## src/rtl/osc_pkg.sv

```systemverilog
// Shared types and default constants for the oscillation sweep monitor.
package osc_pkg;

    localparam int VEC_W_DEF      = 8;
    localparam int SETTLE_CYC_DEF = 4;
    localparam int WINDOW_CYC_DEF = 16;
    localparam int TOGGLE_THR_DEF = 2;
    localparam int CNT_W_DEF      = 5;
    localparam int RPT_VEC_MAX    = 16;
    localparam int MCNT_W         = 16;

    typedef enum logic [2:0] {
        IDLE,
        SETTLE,
        OBSERVE,
        REPORT,
        NEXT
    } osc_state_t;

    // The vector field is sized for the widest supported sweep; narrower sweeps zero-extend.
    typedef struct packed {
        logic [RPT_VEC_MAX-1:0] vec;
        logic                   osc;
        logic                   mismatch;
    } osc_rpt_t;

    function automatic logic [MCNT_W-1:0] sat_inc(input logic [MCNT_W-1:0] v);
        return (v == {MCNT_W{1'b1}}) ? v : v + 1'b1;
    endfunction

endpackage

```

## src/rtl/osc_edge_counter.sv

```systemverilog
// Synchronises the observed net, detects its edges and counts them with saturation.
module osc_edge_counter
    import osc_pkg::*;
#(
    parameter int CNT_W = CNT_W_DEF
) (
    input  logic             clk,
    input  logic             rst_n,
    input  logic             obs_net,
    input  logic             clr,
    input  logic             en,
    output logic [CNT_W-1:0] cnt_next
);

    logic             sync0_q;
    logic             sync1_q;
    logic             prev_q;
    logic [CNT_W-1:0] cnt_q;
    logic [CNT_W-1:0] cnt_d;
    logic             edge_det;

    always_ff @(posedge clk or negedge rst_n) begin
        if (!rst_n) begin
            sync0_q <= 1'b0;
            sync1_q <= 1'b0;
            prev_q  <= 1'b0;
            cnt_q   <= '0;
        end else begin
            sync0_q <= obs_net;
            sync1_q <= sync0_q;
            prev_q  <= sync1_q;
            cnt_q   <= cnt_d;
        end
    end

    // prev_q tracks continuously so edges arriving while cleared are consumed, not deferred.
    always_comb begin
        edge_det = sync1_q ^ prev_q;
        cnt_d    = cnt_q;
        if (clr) begin
            cnt_d = '0;
        end else if (en && edge_det && (cnt_q != {CNT_W{1'b1}})) begin
            cnt_d = cnt_q + 1'b1;
        end
    end

    assign cnt_next = cnt_d;

endmodule

```

## src/rtl/osc_sweep_monitor.sv

```systemverilog
// Clocked input-vector sweep that checks observed oscillation against a predicted flag.
// Define OSC_REPORT_ALL_EN to report every vector; otherwise only mismatching vectors are reported.
module osc_sweep_monitor
    import osc_pkg::*;
#(
    parameter int VEC_W      = VEC_W_DEF,
    parameter int SETTLE_CYC = SETTLE_CYC_DEF,
    parameter int WINDOW_CYC = WINDOW_CYC_DEF,
    parameter int TOGGLE_THR = TOGGLE_THR_DEF,
    parameter int CNT_W      = CNT_W_DEF
) (
    input  logic             clk,
    input  logic             rst_n,
    input  logic             start,
    output logic [VEC_W-1:0] vec_out,
    input  logic             obs_net,
    input  logic             osc_flag_pred,
    output logic             busy,
    output logic             done,
    output logic             rpt_valid,
    input  logic             rpt_ready,
    output logic [VEC_W-1:0] rpt_vec,
    output logic             rpt_osc,
    output logic             rpt_mismatch,
    output logic [15:0]      mismatch_cnt
);

`ifdef OSC_REPORT_ALL_EN
    localparam bit REPORT_ALL = 1'b1;
`else
    localparam bit REPORT_ALL = 1'b0;
`endif

    localparam int PH_MAX = (SETTLE_CYC > WINDOW_CYC) ? SETTLE_CYC : WINDOW_CYC;
    localparam int PH_W   = $clog2(PH_MAX + 1);

    osc_state_t        state_q, state_d;
    logic [VEC_W-1:0]  vec_q, vec_d;
    logic [PH_W-1:0]   phase_q, phase_d;
    logic              busy_q, busy_d;
    logic              done_q, done_d;
    logic              rpt_valid_q, rpt_valid_d;
    logic [VEC_W-1:0]  rpt_vec_q, rpt_vec_d;
    logic              rpt_osc_q, rpt_osc_d;
    logic              rpt_mismatch_q, rpt_mismatch_d;
    logic [MCNT_W-1:0] mcnt_q, mcnt_d;

    logic [CNT_W-1:0]  cnt_next;
    logic              osc_now;
    logic              mismatch_now;
    logic              observing;

    assign observing = (state_q == OBSERVE);

    osc_edge_counter #(
        .CNT_W (CNT_W)
    ) u_edge_counter (
        .clk      (clk),
        .rst_n    (rst_n),
        .obs_net  (obs_net),
        .clr      (!observing),
        .en       (observing),
        .cnt_next (cnt_next)
    );

    // Decision includes an edge landing on the capture cycle itself.
    assign osc_now      = (32'(cnt_next) >= 32'(TOGGLE_THR));
    assign mismatch_now = osc_now ^ osc_flag_pred;

    always_ff @(posedge clk or negedge rst_n) begin
        if (!rst_n) begin
            state_q        <= IDLE;
            vec_q          <= '0;
            phase_q        <= '0;
            busy_q         <= 1'b0;
            done_q         <= 1'b0;
            rpt_valid_q    <= 1'b0;
            rpt_vec_q      <= '0;
            rpt_osc_q      <= 1'b0;
            rpt_mismatch_q <= 1'b0;
            mcnt_q         <= '0;
        end else begin
            state_q        <= state_d;
            vec_q          <= vec_d;
            phase_q        <= phase_d;
            busy_q         <= busy_d;
            done_q         <= done_d;
            rpt_valid_q    <= rpt_valid_d;
            rpt_vec_q      <= rpt_vec_d;
            rpt_osc_q      <= rpt_osc_d;
            rpt_mismatch_q <= rpt_mismatch_d;
            mcnt_q         <= mcnt_d;
        end
    end

    always_comb begin
        state_d        = state_q;
        vec_d          = vec_q;
        phase_d        = phase_q;
        busy_d         = busy_q;
        done_d         = 1'b0;
        rpt_valid_d    = rpt_valid_q;
        rpt_vec_d      = rpt_vec_q;
        rpt_osc_d      = rpt_osc_q;
        rpt_mismatch_d = rpt_mismatch_q;
        mcnt_d         = mcnt_q;

        case (state_q)
            IDLE: begin
                if (start) begin
                    state_d = SETTLE;
                    vec_d   = '0;
                    phase_d = '0;
                    busy_d  = 1'b1;
                    mcnt_d  = '0;
                end
            end
            SETTLE: begin
                if (phase_q == PH_W'(SETTLE_CYC - 1)) begin
                    phase_d = '0;
                    state_d = OBSERVE;
                end else begin
                    phase_d = phase_q + 1'b1;
                end
            end
            OBSERVE: begin
                if (phase_q == PH_W'(WINDOW_CYC - 1)) begin
                    phase_d        = '0;
                    rpt_vec_d      = vec_q;
                    rpt_osc_d      = osc_now;
                    rpt_mismatch_d = mismatch_now;
                    if (mismatch_now) begin
                        mcnt_d = sat_inc(mcnt_q);
                    end
                    if (REPORT_ALL || mismatch_now) begin
                        state_d     = REPORT;
                        rpt_valid_d = 1'b1;
                    end else begin
                        state_d = NEXT;
                    end
                end else begin
                    phase_d = phase_q + 1'b1;
                end
            end
            REPORT: begin
                if (rpt_ready) begin
                    rpt_valid_d = 1'b0;
                    state_d     = NEXT;
                end
            end
            NEXT: begin
                if (vec_q == {VEC_W{1'b1}}) begin
                    state_d = IDLE;
                    done_d  = 1'b1;
                    busy_d  = 1'b0;
                end else begin
                    vec_d   = vec_q + 1'b1;
                    state_d = SETTLE;
                end
            end
            default: begin
                state_d = IDLE;
            end
        endcase
    end

    assign vec_out      = vec_q;
    assign busy         = busy_q;
    assign done         = done_q;
    assign rpt_valid    = rpt_valid_q;
    assign rpt_vec      = rpt_vec_q;
    assign rpt_osc      = rpt_osc_q;
    assign rpt_mismatch = rpt_mismatch_q;
    assign mismatch_cnt = mcnt_q;

endmodule

```

## config.mk

```make
export PLATFORM = sky130hd
export DESIGN_NAME = osc_sweep_monitor
export DESIGN_NICKNAME = d
export VERILOG_FILES = /design/src/rtl/osc_pkg.sv /design/src/rtl/osc_edge_counter.sv /design/src/rtl/osc_sweep_monitor.sv
export SDC_FILE = /design/constraint.sdc
export NUM_CORES = 1
export LEC_CHECK = 0
export BUFFER_PORTS_ARGS = -buffer_cell sky130_fd_sc_hd__buf_2
export CORE_UTILIZATION = 29
export DETAILED_ROUTE_END_ITERATION = 8
export PLACE_DENSITY = 0.51
export SKIP_LAST_GASP = 1
export SLEW_MARGIN = 20
export SYNTH_ARGS = -nofsm -noshare
export SYNTH_HDL_FRONTEND = slang
export SYNTH_SLANG_ARGS = --single-unit
export TNS_END_PERCENT = 5
```

## constraint.sdc

```tcl
create_clock -name clk -period 6.2 [get_ports clk]
set_input_delay 0.31 -clock clk [delete_from_list [all_inputs] [get_ports clk]]
set_output_delay 0.31 -clock clk [all_outputs]
set_load 0.05 [all_outputs]
```

## After elaboration in Yosys (flattened, before gate mapping)

Cells that the tools add are included.
Widths: inputs -> output; s select.

| operators by class | value |
|---|---|
| equality and inequality tests | 17 |
| add/sub/neg operators | 4 |
| $lt $le $gt $ge | 1 |
| reductions and logical operators | 14 |
| bitwise gates (word level) | 2 |
| multiplexer cells | 30 |

Operators with widths:

| cell | count |
|---|---|
| $mux 16 | 4 |
| $pmux 16 s2 | 1 |
| $mux 5 | 5 |
| $add 16x1->16 const B | 1 |
| $eq 16x16->1 const B | 1 |
| $mux 8 | 2 |
| $ne 2x2->1 const B | 8 |
| $pmux 8 s2 | 1 |
| $mux 3 | 5 |
| $pmux 3 s5 | 1 |
| $pmux 5 s3 | 1 |
| $add 5x1->5 const B | 2 |
| $add 8x1->8 const B | 1 |
| $eq 8x8->1 const B | 1 |
| $mux 1 | 8 |
| $reduce_and 4->1 | 2 |
| $eq 3x2->1 const B | 2 |
| $reduce_and 3->1 | 2 |
| $reduce_bool 2->1 | 3 |
| $eq 5x2->1 const B | 1 |
| $eq 5x4->1 const B | 1 |
| $ge 5x2->1 const B | 1 |
| $ne 5x5->1 const B | 1 |
| $reduce_and 5->1 | 1 |
| other kinds (8) | 12 |

| storage, ports and cells | value |
|---|---|
| logic and storage cells | 82 |
| output and inout bits | 37 |
| input bits | 6 |
| register bits | 53 |

## Depth between registers and ports, before layout

| logic depth | value |
|---|---|
| depth after elaboration | 10 |
| depth in mapped cells | 12 |
| gate-level depth less buffers | 10 |

## Hierarchy

A second synthesis with hierarchy kept.

| unflattened totals | value |
|---|---|
| cell total of the unflattened synthesis | 274 |
| area total of the unflattened synthesis | 2,703.8 um^2 |

By module, submodules not included:

| module | seq. area each (um^2) | times used | area each (um^2) | cells an instance |
|---|---|---|---|---|
| osc_sweep_monitor | 1,126.1 | 1 | 2,343.5 | 242 |
| osc_edge_counter | 200.2 | 1 | 360.3 | 32 |

## Least setup slack after synthesis

No wires, ideal clock.

| timing path | value |
|---|---|
| kind | reg-to-reg |
| start point | reg u_edge_counter.cnt_q[0] |
| end point | reg mcnt_q[10] (netlist: mismatch_cnt[10]) |
| clock period less this slack | 2.864 ns |
| cell stages (with the launch flop) | 11 |
| path buffers | 1 |
| library setup time | 0.120 ns |
| data required time | 6.080 ns |
| path slack | 3.336 ns |
| arrival | 2.744 ns |
| path through | dfrtp_1 ha_1 and3_1 ha_1 or2_2 a2111o_1 and3_1 o211a_1 buf_6 a221o_1 a31o_2 |

| between the ends | value |
|---|---|
| longest elaborated chain between the ends | 8 |
| elaborated cells between the ends (all ways) | 9 |
| those cells by class | 1 x add/sub; 1 x order compare; 2 x eq/ne; 2 x mux; 1 x bitwise; 2 x reduce/logical |

Ends and longest elaborated chain:

| what | line | RTL |
|---|---|---|
| from (decl) | osc_edge_counter.sv:18 | `logic [CNT_W-1:0] cnt_q;` |
| from (signal assigned) | osc_edge_counter.sv:32 | `cnt_q <= cnt_d;` |
| parallel branches: the longest is 2 deep, another holds $add 5x1->5 | -- |  |
| $mux 5 (*) | osc_edge_counter.sv:42 | `end else if (en && edge_det && (cnt_q != {CNT_W{1'b1}})) begin` |
| $mux 5 (*) | osc_edge_counter.sv:40 | `if (clr) begin` |
| $ge 5x2->1 (*) | osc_sweep_monitor.sv:67 | `assign osc_now = (32'(cnt_next) >= 32'(TOGGLE_THR));` |
| $xor 1x1->1 (*) | osc_sweep_monitor.sv:68 | `assign mismatch_now = osc_now ^ osc_flag_pred;` |
| $ne 2x2->1 (no line) (*) | -- |  |
| $reduce_and 5->1 (no line) (*) | -- |  |
| to (signal assigned) | osc_sweep_monitor.sv:92 | `mcnt_q <= mcnt_d;` |
| to (decl) | osc_sweep_monitor.sv:46 | `logic [MCNT_W-1:0] mcnt_q, mcnt_d;` |

Every way passes the cells marked *.
A chain may end at the register's enable or synchronous reset.

## Final worst setup path

| timing path | value |
|---|---|
| start point | reg u_edge_counter.cnt_q[0] |
| end point | reg mcnt_q[6] (netlist: mismatch_cnt[6]) |

Same word-level chain as after synthesis.

==> results.toml <==
[timing]
period_needed_ps = 3303
hold_viol_final = 0
min_period_over_period_pct = 53.27
slew-limit-headroom_pct = 48.04
rsz0062_at_grt = "no"
max_freq_mhz = 302.8
finClkSkew_ps = 5.082
fin_setup_tns_ps = 0
setup_ws_ps = 2897
setup_viol = 0
worstMarginPinSlew_ps = 772.2
finalMaxSlewViolations = 0

[clocking]
hold_buffers = 0
cts_root_buf = "clkbuf_8"
cts.path.max_buffers = 2
cts_tree = "done"
path_clk_slew_ps = 110
clock_latency_ps = 310
htreeDepth = 2
ctsResizeCount = 0
cts_buffers = 5
cts.sinks = 53
post-cts-setup-buffers = 0

[placed_design]
io_buffers = 42
post_dp_cell_area_um2 = 3169
dp_hpwl_um = 4690
numPlacedInstances = 455
pre_cts_ws_ps = 2950
gp_congestion = 0.8049

[power_and_ir_drop]
pwr-share-comb_pct = 36.1
p_switching_uw = 487.9
p_sw_share_pct = 43.04
vdd_ir_drop_max_v = 0.0001792
power.density_nw_per_um2 = 344.8
p_leak_nw = 1.538
p_clk_share_pct = 22.2
pwr-share-seq_pct = 41.7
p_int_uw = 645.7

[setup_path]
rr_worst_depth = 9
worst-path-stages = 9
worst_path_dominant_cell_family = "compound AO/OA/AOI/OAI gates"
crit_path_cell_trace = "ha_1 -> and3_1 -> ha_1 -> or2_2 -> a2111o_1 -> and3_1 -> o211ai_2 -> nand3_1 -> o41ai_2"
slowest_stage = "dfrtp_1"
timing.critical_path.from = "u_edge_counter.cnt_q[0]$_DFF_PN0_"
arrival_ps = 3520
cp_max_fo = 9
timing.critical_path.to = "mismatch_cnt[6]$_DFFE_PN0P_"
startpoint_type = "register"
crit_path_end_kind = "register"
worstReg2RegEnd = "mismatch_cnt[6]$_DFFE_PN0P_"
criticalPathCategory = "reg2reg"
rr_startpoint = "u_edge_counter.cnt_q[0]$_DFF_PN0_"
path_buf_inv = 0
cp.required_ps = 6420
reg2reg_setup_slack_ps = 2900
max_stage_delay_ps = 440

[synthesis]
yosys.area_share.simple_pct = 20.43
netlist_instances = 292
ys_seq_area_share_pct = 46.68
synth_mux_area_share_pct = 4.315
avgSynthCellArea_um2 = 9.731
synth-adder-area-share_pct = 3.082
syn_area_um2 = 2841
synth_top_family_by_area = "simple AND/OR/NAND/NOR gates"
synth_top_cell_by_area = "dfrtp_1"
synth_ff_type = "dfrtp_1"
synthArstFlopShare_pct = 100.0
ys_ff_latch = 53
synth_fp_nets = 305
synth_compound_area_share_pct = 19.33
synthXorXnorAreaFrac_pct = 2.774
yosys_warnings = 0
yosysUniqueCellTypes = 56
synth.area.top_cells = "dfrtp_1, nand2_1, mux2_2, o21ai_0, ha_1"
synth_edf_count = 0
synth_top_area_share_pct = 46.68

[cells_and_area]
antennaDiodeCount = 0
layout_common_cells = "dfrtp_1, buf_2, nand2_1, o21ai_0, nor2_1"
drive_above_1_share_pct = 21.86
finalNetCount = 346
design_area_um2 = 3288
final_common_cell = "dfrtp_1"
final_cells = 463
syn_to_final_growth_pct = 15.72

[die]
dieArea_um2 = 10200
coreArea_um2 = 9371
initial_core_util_pct = 30.32
io_pins = 43
core.rowCount = 35
die_h_um = 101.0
die_w_um = 101.0

[detailed_routing]
vias = 2380
first_pass_iters = 4
maxUsedRoutingLayer = "met4"
avgRoutedWirePerCell_um = 14.34
wl_met2_um = 3118
drt-total-wl_um = 6640
drt_iter0_drc = 81
wl_met3_um = 269
avgViaCountPerCell = 5.140
drc_errors = 0
antenna_left = 0
met1_length_um = 3208

[grt]
antenna_found_initial = 0
grt_pass1_wl_um = 11400
grt_max_degree = 54
grt_use_total_pct = 14.12
grt_pass1_vias = 2312
grt_overflow = 0

[hold_path]
hp-class = "in2reg"

[status]
outcome = "completed"

[flow_run]
maxCapViolations = 0
Yosys cell counts (2+ instances only):
cell and count:
o311ai_0 4, o31ai_1 6, a22oi_1 3, inv_1 10, nor4_1 3, dfrtp_1 53
and3_1 6, nand2b_1 4, a21o_1 4, o21ai_0 20, a31o_2 2, buf_6 2
nand3_1 17, ha_1 7, xnor2_1 4, or2_2 3, clkbuf_1 5, buf_2 2
xor2_1 5, mux2_2 10, nor2_1 18, a31oi_1 3, or3_1 4, a21oi_1 9
nand2_1 35, o211ai_1 7, a41o_1 3, nor3_1 10, nand4_1 6
layer usage:
layer / global-route usage (%) / vias up
li1: - / 1170
met1: 19.71 / 1152
met3: 2.843 / 5
met4: 3.010 / 0
met5: 0 / -
met2: 22.60 / 53
logic make-up (layout without fill, tap and decap cells):
kind of cell | count (synthesis) | in the layout
flops | 53 | 53
mux | 11 | 11
simple gates | 115 | 115
buf+inv | 20 | 62
compound gates | 77 | 77
xor+xnor | 9 | 9
fa+ha+maj | 7 | 7
through the flow:
stage	hold WS, ps	power (mW)	utilization (%)
4_1_cts	81.35	1.150	35.09
5_1_grt	69.03	1.218	35.09
3_3_place_gp	334.7	0.8862	33.82
3_5_place_dp	334.7	0.8935	33.82
6_report	92.47	1.134	35.09
2_1_floorplan	14.41	0.7931	-
how the worst min path moves through the flow:
| stage | start | end | cells after the start |
|---|---|---|---|
| floorplan | rst_n | busy$_DFFE_PN0P_ | 0 |
| detailed placement | u_edge_counter.sync0_q$_DFF_PN0_ | u_edge_counter.sync1_q$_DFF_PN0_ | 0 |
| global route | obs_net | u_edge_counter.sync0_q$_DFF_PN0_ | 1 |
| finish | obs_net | u_edge_counter.sync0_q$_DFF_PN0_ | 1 |
| global placement | u_edge_counter.sync0_q$_DFF_PN0_ | u_edge_counter.sync1_q$_DFF_PN0_ | 0 |
| CTS | obs_net | u_edge_counter.sync0_q$_DFF_PN0_ | 1 |
state kept, by name, summed over array words and instances (netlist names):
name,cells
busy,1
done,1
mismatch_cnt,16
phase_q,5
rpt_mismatch,1
rpt_osc,1
rpt_valid,1
rpt_vec,8
state_q,3
u_edge_counter.cnt_q,5
u_edge_counter.prev_q,1
u_edge_counter.sync0_q,1
u_edge_counter.sync1_q,1
vec_out,8
power groups by stage:
stage / Combinational [mW] / Sequential [mW] / Clock [mW]
2_1_floorplan: 0.262 / 0.531 / 0
6_report: 0.410 / 0.472 / 0.252
4_1_cts: 0.414 / 0.473 / 0.263
5_1_grt: 0.457 / 0.486 / 0.274
3_3_place_gp: 0.409 / 0.477 / 0
3_5_place_dp: 0.414 / 0.480 / 0
area by class of cell:
cell class                      instances  area (um^2)
Clock buffer                            5        68.82
Clock inverter                          3        50.05
Fill cell                             969         6083
Inverter                               10        37.54
Multi-Input combinational cell        219         1419
Sequential cell                        53         1326
Tap cell                              129        161.4
Timing Repair Buffer                   44        225.2
Note: power is estimated with default switching activity, not from simulation.
